$ cat config.mk
export PLATFORM = sky130hd
export DESIGN_NAME = led_status_driver
export DESIGN_NICKNAME = d
export VERILOG_FILES = /design/src/rtl/led_status_driver.sv
export SDC_FILE = /design/constraint.sdc
export NUM_CORES = 1
export LEC_CHECK = 0
export CORE_MARGIN = 5
export CORE_UTILIZATION = 50
export CTS_BUF_LIST = sky130_fd_sc_hd__clkbuf_4
export DETAILED_ROUTE_END_ITERATION = 10
export GPL_TIMING_DRIVEN = 0
export HOLD_SLACK_MARGIN = 0.1
export PLACE_DENSITY = 0.66
export SETUP_SLACK_MARGIN = 0.1
export SLEW_MARGIN = 10
export SYNTH_ARGS = -nofsm -noshare
export SYNTH_HDL_FRONTEND = slang
export SYNTH_SLANG_ARGS = --single-unit
$ cat constraint.sdc
create_clock -name clk -period 9.15 [get_ports clk]
set_input_delay 0.915 -clock clk [delete_from_list [all_inputs] [get_ports clk]]
set_output_delay 0.915 -clock clk [all_outputs]
set_load 0.01 [all_outputs]
$ cat src/rtl/led_status_driver.sv
// Multi-channel status LED driver: off / pulse extend / queued blink /
// heartbeat per channel, with one shared heartbeat prescaler.
//
// Ports:
//   clk       system clock, rising edge
//   reset_n   asynchronous active-low reset
//   pulse_in  per-channel status strobe (level-sampled)
//   mode      2 bits per channel: 00 off, 01 extend, 10 blink, 11 heartbeat
//   led_out   registered LED drive, 1 = lit
//   active    registered, 1 while an extend/blink sequence is running or queued
module led_status_driver #(
    parameter int NUM_CH            = 4,
    parameter int HOLD_CYCLES       = 50000000,
    parameter int BLINK_HALF_CYCLES = 12500000,
    parameter int MAX_PENDING       = 7
) (
    input  logic                  clk,
    input  logic                  reset_n,
    input  logic [NUM_CH-1:0]     pulse_in,
    input  logic [2*NUM_CH-1:0]   mode,
    output logic [NUM_CH-1:0]     led_out,
    output logic [NUM_CH-1:0]     active
);

    localparam int HW = $clog2(HOLD_CYCLES + 1);
    localparam int BW = $clog2(BLINK_HALF_CYCLES + 1);
    localparam int PW = $clog2(MAX_PENDING + 1);

    localparam logic [HW-1:0] HOLD_V   = HW'(HOLD_CYCLES);
    localparam logic [BW-1:0] HALF_TOP = BW'(BLINK_HALF_CYCLES - 1);
    localparam logic [PW-1:0] PEND_MAX = PW'(MAX_PENDING);

    localparam logic [1:0] M_OFF   = 2'b00;
    localparam logic [1:0] M_EXT   = 2'b01;
    localparam logic [1:0] M_BLINK = 2'b10;
    localparam logic [1:0] M_HB    = 2'b11;

    localparam logic [1:0] S_IDLE = 2'd0;
    localparam logic [1:0] S_ON   = 2'd1;
    localparam logic [1:0] S_OFF  = 2'd2;

    // Shared heartbeat timebase
    logic [BW-1:0] presc;
    logic          phase;
    logic          wrap;
    logic          phase_next;

    assign wrap       = (presc == HALF_TOP);
    assign phase_next = phase ^ wrap;

    always_ff @(posedge clk or negedge reset_n) begin
        if (!reset_n) begin
            presc <= '0;
            phase <= 1'b0;
        end else begin
            presc <= wrap ? '0 : presc + 1'b1;
            phase <= phase_next;
        end
    end

    for (genvar c = 0; c < NUM_CH; c++) begin : g_ch
        logic [1:0]    m, mq;
        logic [HW-1:0] hold, hold_b, hold_n;
        logic [1:0]    st, st_b, st_n;
        logic [BW-1:0] tmr, tmr_b, tmr_n;
        logic [PW-1:0] pend, pend_b, pend_i, pend_n;
        logic          prev, ev, chg;
        logic          led_q, act_q, led_n, act_n;

        assign m = mode[2*c +: 2];

        always_comb begin
            chg    = (m != mq);
            ev     = pulse_in[c] & ~prev;
            // A mode change starts the new mode from a cleared channel
            hold_b = chg ? '0 : hold;
            st_b   = chg ? S_IDLE : st;
            tmr_b  = chg ? '0 : tmr;
            pend_b = chg ? '0 : pend;
            hold_n = '0;
            st_n   = S_IDLE;
            tmr_n  = '0;
            pend_n = '0;
            pend_i = pend_b;
            led_n  = 1'b0;
            act_n  = 1'b0;
            case (m)
                M_EXT: begin
                    if (pulse_in[c])
                        hold_n = HOLD_V;
                    else if (hold_b != '0)
                        hold_n = hold_b - 1'b1;
                    led_n = (hold_n != '0);
                    act_n = led_n;
                end
                M_BLINK: begin
                    // Saturating enqueue first, then the OFF->ON dequeue,
                    // so an edge at OFF->IDLE restarts with no gap
                    if (ev && st_b != S_IDLE && pend_b != PEND_MAX)
                        pend_i = pend_b + 1'b1;
                    st_n   = st_b;
                    tmr_n  = tmr_b;
                    pend_n = pend_i;
                    case (st_b)
                        S_IDLE: begin
                            if (ev) begin
                                st_n  = S_ON;
                                tmr_n = HALF_TOP;
                            end
                        end
                        S_ON: begin
                            if (tmr_b == '0) begin
                                st_n  = S_OFF;
                                tmr_n = HALF_TOP;
                            end else begin
                                tmr_n = tmr_b - 1'b1;
                            end
                        end
                        S_OFF: begin
                            if (tmr_b == '0) begin
                                if (pend_i != '0) begin
                                    st_n   = S_ON;
                                    tmr_n  = HALF_TOP;
                                    pend_n = pend_i - 1'b1;
                                end else begin
                                    st_n   = S_IDLE;
                                    pend_n = '0;
                                end
                            end else begin
                                tmr_n = tmr_b - 1'b1;
                            end
                        end
                        default: begin
                            st_n   = S_IDLE;
                            pend_n = '0;
                        end
                    endcase
                    led_n = (st_n == S_ON);
                    act_n = (st_n != S_IDLE);
                end
                M_HB: begin
                    led_n = phase_next;
                end
                default: begin
                    led_n = 1'b0;
                end
            endcase
        end

        always_ff @(posedge clk or negedge reset_n) begin
            if (!reset_n) begin
                mq    <= M_OFF;
                hold  <= '0;
                st    <= S_IDLE;
                tmr   <= '0;
                pend  <= '0;
                prev  <= 1'b0;
                led_q <= 1'b0;
                act_q <= 1'b0;
            end else begin
                mq    <= m;
                hold  <= hold_n;
                st    <= st_n;
                tmr   <= tmr_n;
                pend  <= pend_n;
                prev  <= pulse_in[c];
                led_q <= led_n;
                act_q <= act_n;
            end
        end

        assign led_out[c] = led_q;
        assign active[c]  = act_q;
    end

endmodule
; ---- Word-level counts from Yosys, hierarchy flattened
; Cells that the tools add are included.
; Widths: inputs -> output; s select.
[totals]
regBits = 265
latchBits = 0
ram_bits = 0
rom_bits = 0
out_inout_bits = 8
wordCells = 250
mem_count = 0
[op_classes]
n_addsub = 17
multipliers = 0
div_mod_pow = 0
magnitude_cmp = 0
eq_ne = 33
n_shift = 0
muxes = 117
bitwise_logic = 9
reduce_logical = 40
[ops]
columns = op, n
row1 = $mux 24, 25
row2 = $mux 26, 20
row3 = $pmux 24 s3, 4
row4 = $reduce_bool 26->1, 8
row5 = $sub 26x1->26 const B, 4
row6 = $logic_not 24->1, 4
row7 = $sub 24x1->24 const B, 4
row8 = $mux 3, 24
row9 = $mux 2, 24
row10 = $add 24x1->24 const B, 1
row11 = $eq 2x1->1 const B, 12
row12 = $eq 2x2->1 const B, 12
row13 = $eq 24x24->1 const B, 1
row14 = $pmux 2 s3, 4
row15 = $pmux 3 s2, 4
row16 = $reduce_bool 2->1, 8
row17 = $add 3x1->3 const B, 4
row18 = $ne 3x3->1 const B, 4
row19 = $pmux 1 s3, 4
row20 = $reduce_bool 3->1, 4
row21 = $sub 3x1->3 const B, 4
row22 = $logic_and 1x1->1, 8
row23 = $logic_not 2->1, 4
row24 = $ne 2x2->1, 4
row25 = other kinds (6), 21

; ---- Longest topological paths before layout
[depth]
depth_word = 14
depth_mapped = 18
mapped_depth_nobuf = 13

; ---- Least setup slack after synthesis
; No wires, ideal clock.
[synth_path]
path_kind = input to register
startpoint = input mode[3]
endpoint = register g_ch[1].tmr[5]
setup_ns = 0.119
t_arrival_ns = 4.446
setup_slack_ns = 4.585
path_stages = 17
cell_sequence = xor2_1 > nor2_1 > clkbuf_1 > clkbuf_1 > clkbuf_1 > buf_1 > buf_1 > nand2_1 > ha_1 > clkbuf_1 > and4b_1 > a21oi_1 > nor3b_1 > o21a_1 > o21ai_0 > a21boi_0 > o21a_1
[synth_between]
elab_chain_len = 12
word_cells_on_any_way = 24
[synth_lines]
columns = element, line_no
row1 = from (decl), 20  ; input logic [2*NUM_CH-1:0] mode,
row2 = "parallel branches: the longest is 11 deep, another holds $sub 24x1->24", n/a
row3 = $mux 24 (*), 87  ; case (m)
row4 = via g_ch[1].tmr_n[5], 65  ; logic [BW-1:0] tmr, tmr_b, tmr_n;
row5 = to (signal assigned), 164  ; tmr <= tmr_n;
row6 = to (decl), 65
; Mark *: on every way through the listed nets, which the timed path passes. The select of a mux whose other input is x is not followed.

; ---- Final worst setup path
; Same ends and word-level chain as after synthesis.

==> results.yml <==
clock_tree:
  cts_tree: "done"
  ctsHoldBuffers: 1
  clock_sinks: 265
  clock_latency_ns: 0.80
  cts_root_buffer: "clkbuf_4"
  cts_htree_levels: 3
  cts_buffers: 80
  cts_resized: 0
  postCtsSetupRepairBufs: 0
  clkTransAtPathRegs_ns: 0.07
  cts.path.max_buffers: 3
die:
  die-height_um: 201
  num_rows: 70
  coreArea_um2: 36300
  start_util: 0.503
  die_w_um: 201
  fp.dieArea_um2: 40400
  io_pins: 22
power_and_ir_drop:
  p_sw_mw: 1.03
  p_int_mw: 2.13
  p_leak_nw: 8.78
  p_comb_frac: 0.217
  switching_share: 0.325
  ir_worst_vdd_uv: 76.8
  clkPwrFrac: 0.389
  power_frac_seq: 0.395
  powerDensity_nw_per_um2: 157
critical_path:
  worst_setup_path_end_kind: "register"
  cpMostUsedCell: "clkbuf_1"
  slowest_stage: "clkdlybuf4s50_1"
  max_stage_delay_ns: 0.61
  crit_buf_inv: 7
  crit_arrival_ns: 6.86
  regToRegStartpoint: "g_ch[1].mq[1]$_DFF_PN0_"
  crit_path_cell_trace: "clkdlybuf4s50_1 > xor2_1 > nor2_1 > clkbuf_1 > clkbuf_1 > clkbuf_1 > buf_1 > buf_1 > nand2_1 > ha_1 > clkbuf_1 > and4b_1 > a21oi_1 > nor3b_1 > o21a_1 > o21ai_0 > a21boi_0 > o21a_1"
  crit_type: "in2reg"
  worstPathMaxFanout: 10
  r2r_end: "g_ch[1].tmr[5]$_DFF_PN0_"
  r2r_cells: 17
  worstSetupStartpointType: "input pin"
  critPathTopFamily: "buffers and inverters"
  required_ns: 9.78
  r2r_setup_slack_ns: 3.29
global_route:
  track_usage: 0.255
  antenna_found_initial: 2
  grt_max_degree: 102
  grt_first_pass_wirelength_um: 87800
  grt_pass1_vias: 17200
  overflow: 0
sta:
  fin_crit_sh: 0.681
  final-max-slew-violation-count: 0
  setup_viol: 0
  hold_slack_ns: 0.483
  period_needed_ns: 6.23
  worst_slew_pin_slew_ns: 1.23
  relSlewSlack: 0.177
  finalClockSkew_ns: 0.0759
  setup_tns_ns: 0
  fmax_ghz: 0.161
  hold_viol_final: 0
  rsz0062_at_grt: "no"
cells_and_area:
  final_util: 0.555
  regArea_um2: 6630
  multi_input_area_um2: 10900
  area_delta_synth_final_pct: 10.5
  fillers: 3470
  finalNetCount: 2425
  fin_area_um2: 20100
  drive_above_1_share: 0.0763
  stdcell_count: 2896
synth:
  synth_area_um2: 18200
  syn_area_per_cell_um2: 8.03
  syn-instance-count: 2271
  ys_seq_area_frac: 0.364
  yosysUniqueCellTypes: 93
  synth-edff-count: 0
  async_flop_share: 1.00
  syn_nets: 2319
  synth_seq_cells: 265
  yosysWarningCount: 0
  synth_ff_type: "dfrtp_1"
placement:
  dpl_cell_area_um2: 19100
  dpl.hpwl_um: 36500
  dp.cells: 2762
  gp_congestion: 0.942
  io_buffers: 21
drt:
  postRouteAntennaNets: 0
  avgRoutedWirePerCell_um: 18.3
  drt-initial-drc-count: 1663
  routed_wl_um: 53000
  vias: 18100
  drc: 0
  viasPerCell: 6.26
  drt-pass1-iter-count: 6
outcome:
  outcome: "completed"
worst_hold_path:
  holdCritStartpoint: "g_ch[0].tmr[9]$_DFF_PN0_"
  hold_path.class: "reg2reg"
  min_path_cells: 1
  whs_endpoint: "g_ch[0].tmr[9]$_DFF_PN0_"
flow_run:
  maxCapViolCount: 0
routing by layer:
layer	routed length, µm	up-vias	global-route usage
met2	23600	748	0.392
met4	1310	0	0.0828
met3	3930	118	0.0506
li1	-	8569	-
met5	0	-	0
met1	24100	8690	0.365
kinds of logic (layout without fill, tap and decap cells):
group / Yosys count / in the layout / synth area share
multiplexers: 17 / 17 / 0.00954
XOR/XNOR: 124 / 124 / 0.0596
buffers and inverters: 181 / 336 / 0.0403
flip-flops: 265 / 265 / 0.364
other: 0 / 2 / 0
AND/OR/NAND/NOR: 890 / 890 / 0.246
adder cells (fa/ha/maj): 35 / 35 / 0.0239
AO/OA/AOI/OAI: 759 / 759 / 0.257
synthesized netlist by cell type, types with 8 or more instances:
cell | instances | area [µm²]
xnor2_1 | 50 | 438
nand3_1 | 59 | 295
buf_2 | 11 | 55.1
o22ai_1 | 10 | 62.6
nand2b_1 | 23 | 144
nor4_1 | 45 | 282
and2_1 | 22 | 138
xor2_1 | 74 | 648
nor2b_1 | 34 | 213
inv_1 | 35 | 131
and4_1 | 8 | 70.1
or2_2 | 15 | 93.8
mux2i_1 | 14 | 140
dfrtp_1 | 265 | 6630
a211oi_1 | 14 | 105
nand2_1 | 184 | 691
clkbuf_1 | 117 | 439
nand4_1 | 29 | 181
o211ai_1 | 9 | 67.6
nor2_1 | 260 | 976
o21a_1 | 73 | 548
nor3_1 | 81 | 405
o21ai_0 | 249 | 1250
or3_1 | 34 | 213
a21oi_1 | 214 | 1070
a21o_1 | 10 | 75.1
a41oi_1 | 9 | 78.8
ha_1 | 34 | 425
nor4b_1 | 9 | 78.8
a21boi_0 | 15 | 113
and3_1 | 28 | 175
a31oi_1 | 32 | 200
o31ai_1 | 19 | 143
buf_4 | 9 | 67.6
o311ai_0 | 11 | 96.3
or4_1 | 12 | 90.1
layout make-up:
class	count	share of cell area
Buffer	145	0.0298
Sequential cell	265	0.329
Clock buffer	110	0.0410
Inverter	36	0.00671
Antenna cell	2	0.000248
Clock inverter	21	0.0106
Multi-Input combinational cell	1825	0.539
Timing Repair Buffer	24	0.0139
Tap cell	468	0.0291
power groups by stage:
| stage | sequential (mW) | combinational [mW] | clock [mW] |
|---|---|---|---|
| 2_1_floorplan | 1.26 | 0.480 | 0 |
| 3_3_place_gp | 1.27 | 0.659 | 0 |
| 3_5_place_dp | 1.27 | 0.669 | 0 |
| 4_1_cts | 1.25 | 0.674 | 1.27 |
| 5_1_grt | 1.25 | 0.758 | 1.34 |
| 6_report | 1.25 | 0.685 | 1.23 |
worst max path at each step:
stage,start,cells after the start,slack (ns),end
floorplan,mode[3],17,4.59,g_ch[1].tmr[5]$_DFF_PN0_
global placement,reset_n,1,-4.73,g_ch[3].hold[17]$_DFF_PN0_
detailed placement,mode[3],18,2.28,g_ch[1].tmr[5]$_DFF_PN0_
CTS,mode[3],18,3.04,g_ch[1].tmr[5]$_DFF_PN0_
global route,mode[3],18,2.52,g_ch[1].tmr[5]$_DFF_PN0_
finish,mode[3],18,2.92,g_ch[1].tmr[5]$_DFF_PN0_
sequential cells by signal, indices dropped and copies added (netlist names):
name	cells
phase	1
g_ch.led_q	4
g_ch.act_q	4
g_ch.hold	104
g_ch.pend	12
g_ch.st	8
presc	24
g_ch.prev	4
g_ch.mq	8
g_ch.tmr	96
cell usage in the layout, fill, tap and decap left out, types with 59 or more instances in the layout:
cell / netlist / final
a21oi_1: 214 / 214
nand2_1: 184 / 184
dfrtp_1: 265 / 265
nand3_1: 59 / 59
nor2_1: 260 / 260
clkbuf_1: 117 / 117
xor2_1: 74 / 74
o21ai_0: 249 / 249
clkbuf_4: 0 / 110
nor3_1: 81 / 81
o21a_1: 73 / 73
metrics by stage:
stage                     worst slack, ns  total power, mW
after floorplan                      4.59             1.74
after global placement              -4.73             1.93
after detailed placement             2.28             1.94
after CTS                            3.04             3.19
after global routing                 2.52             3.35
final                                2.92             3.16
Note: power is estimated with default switching activity, not from simulation.
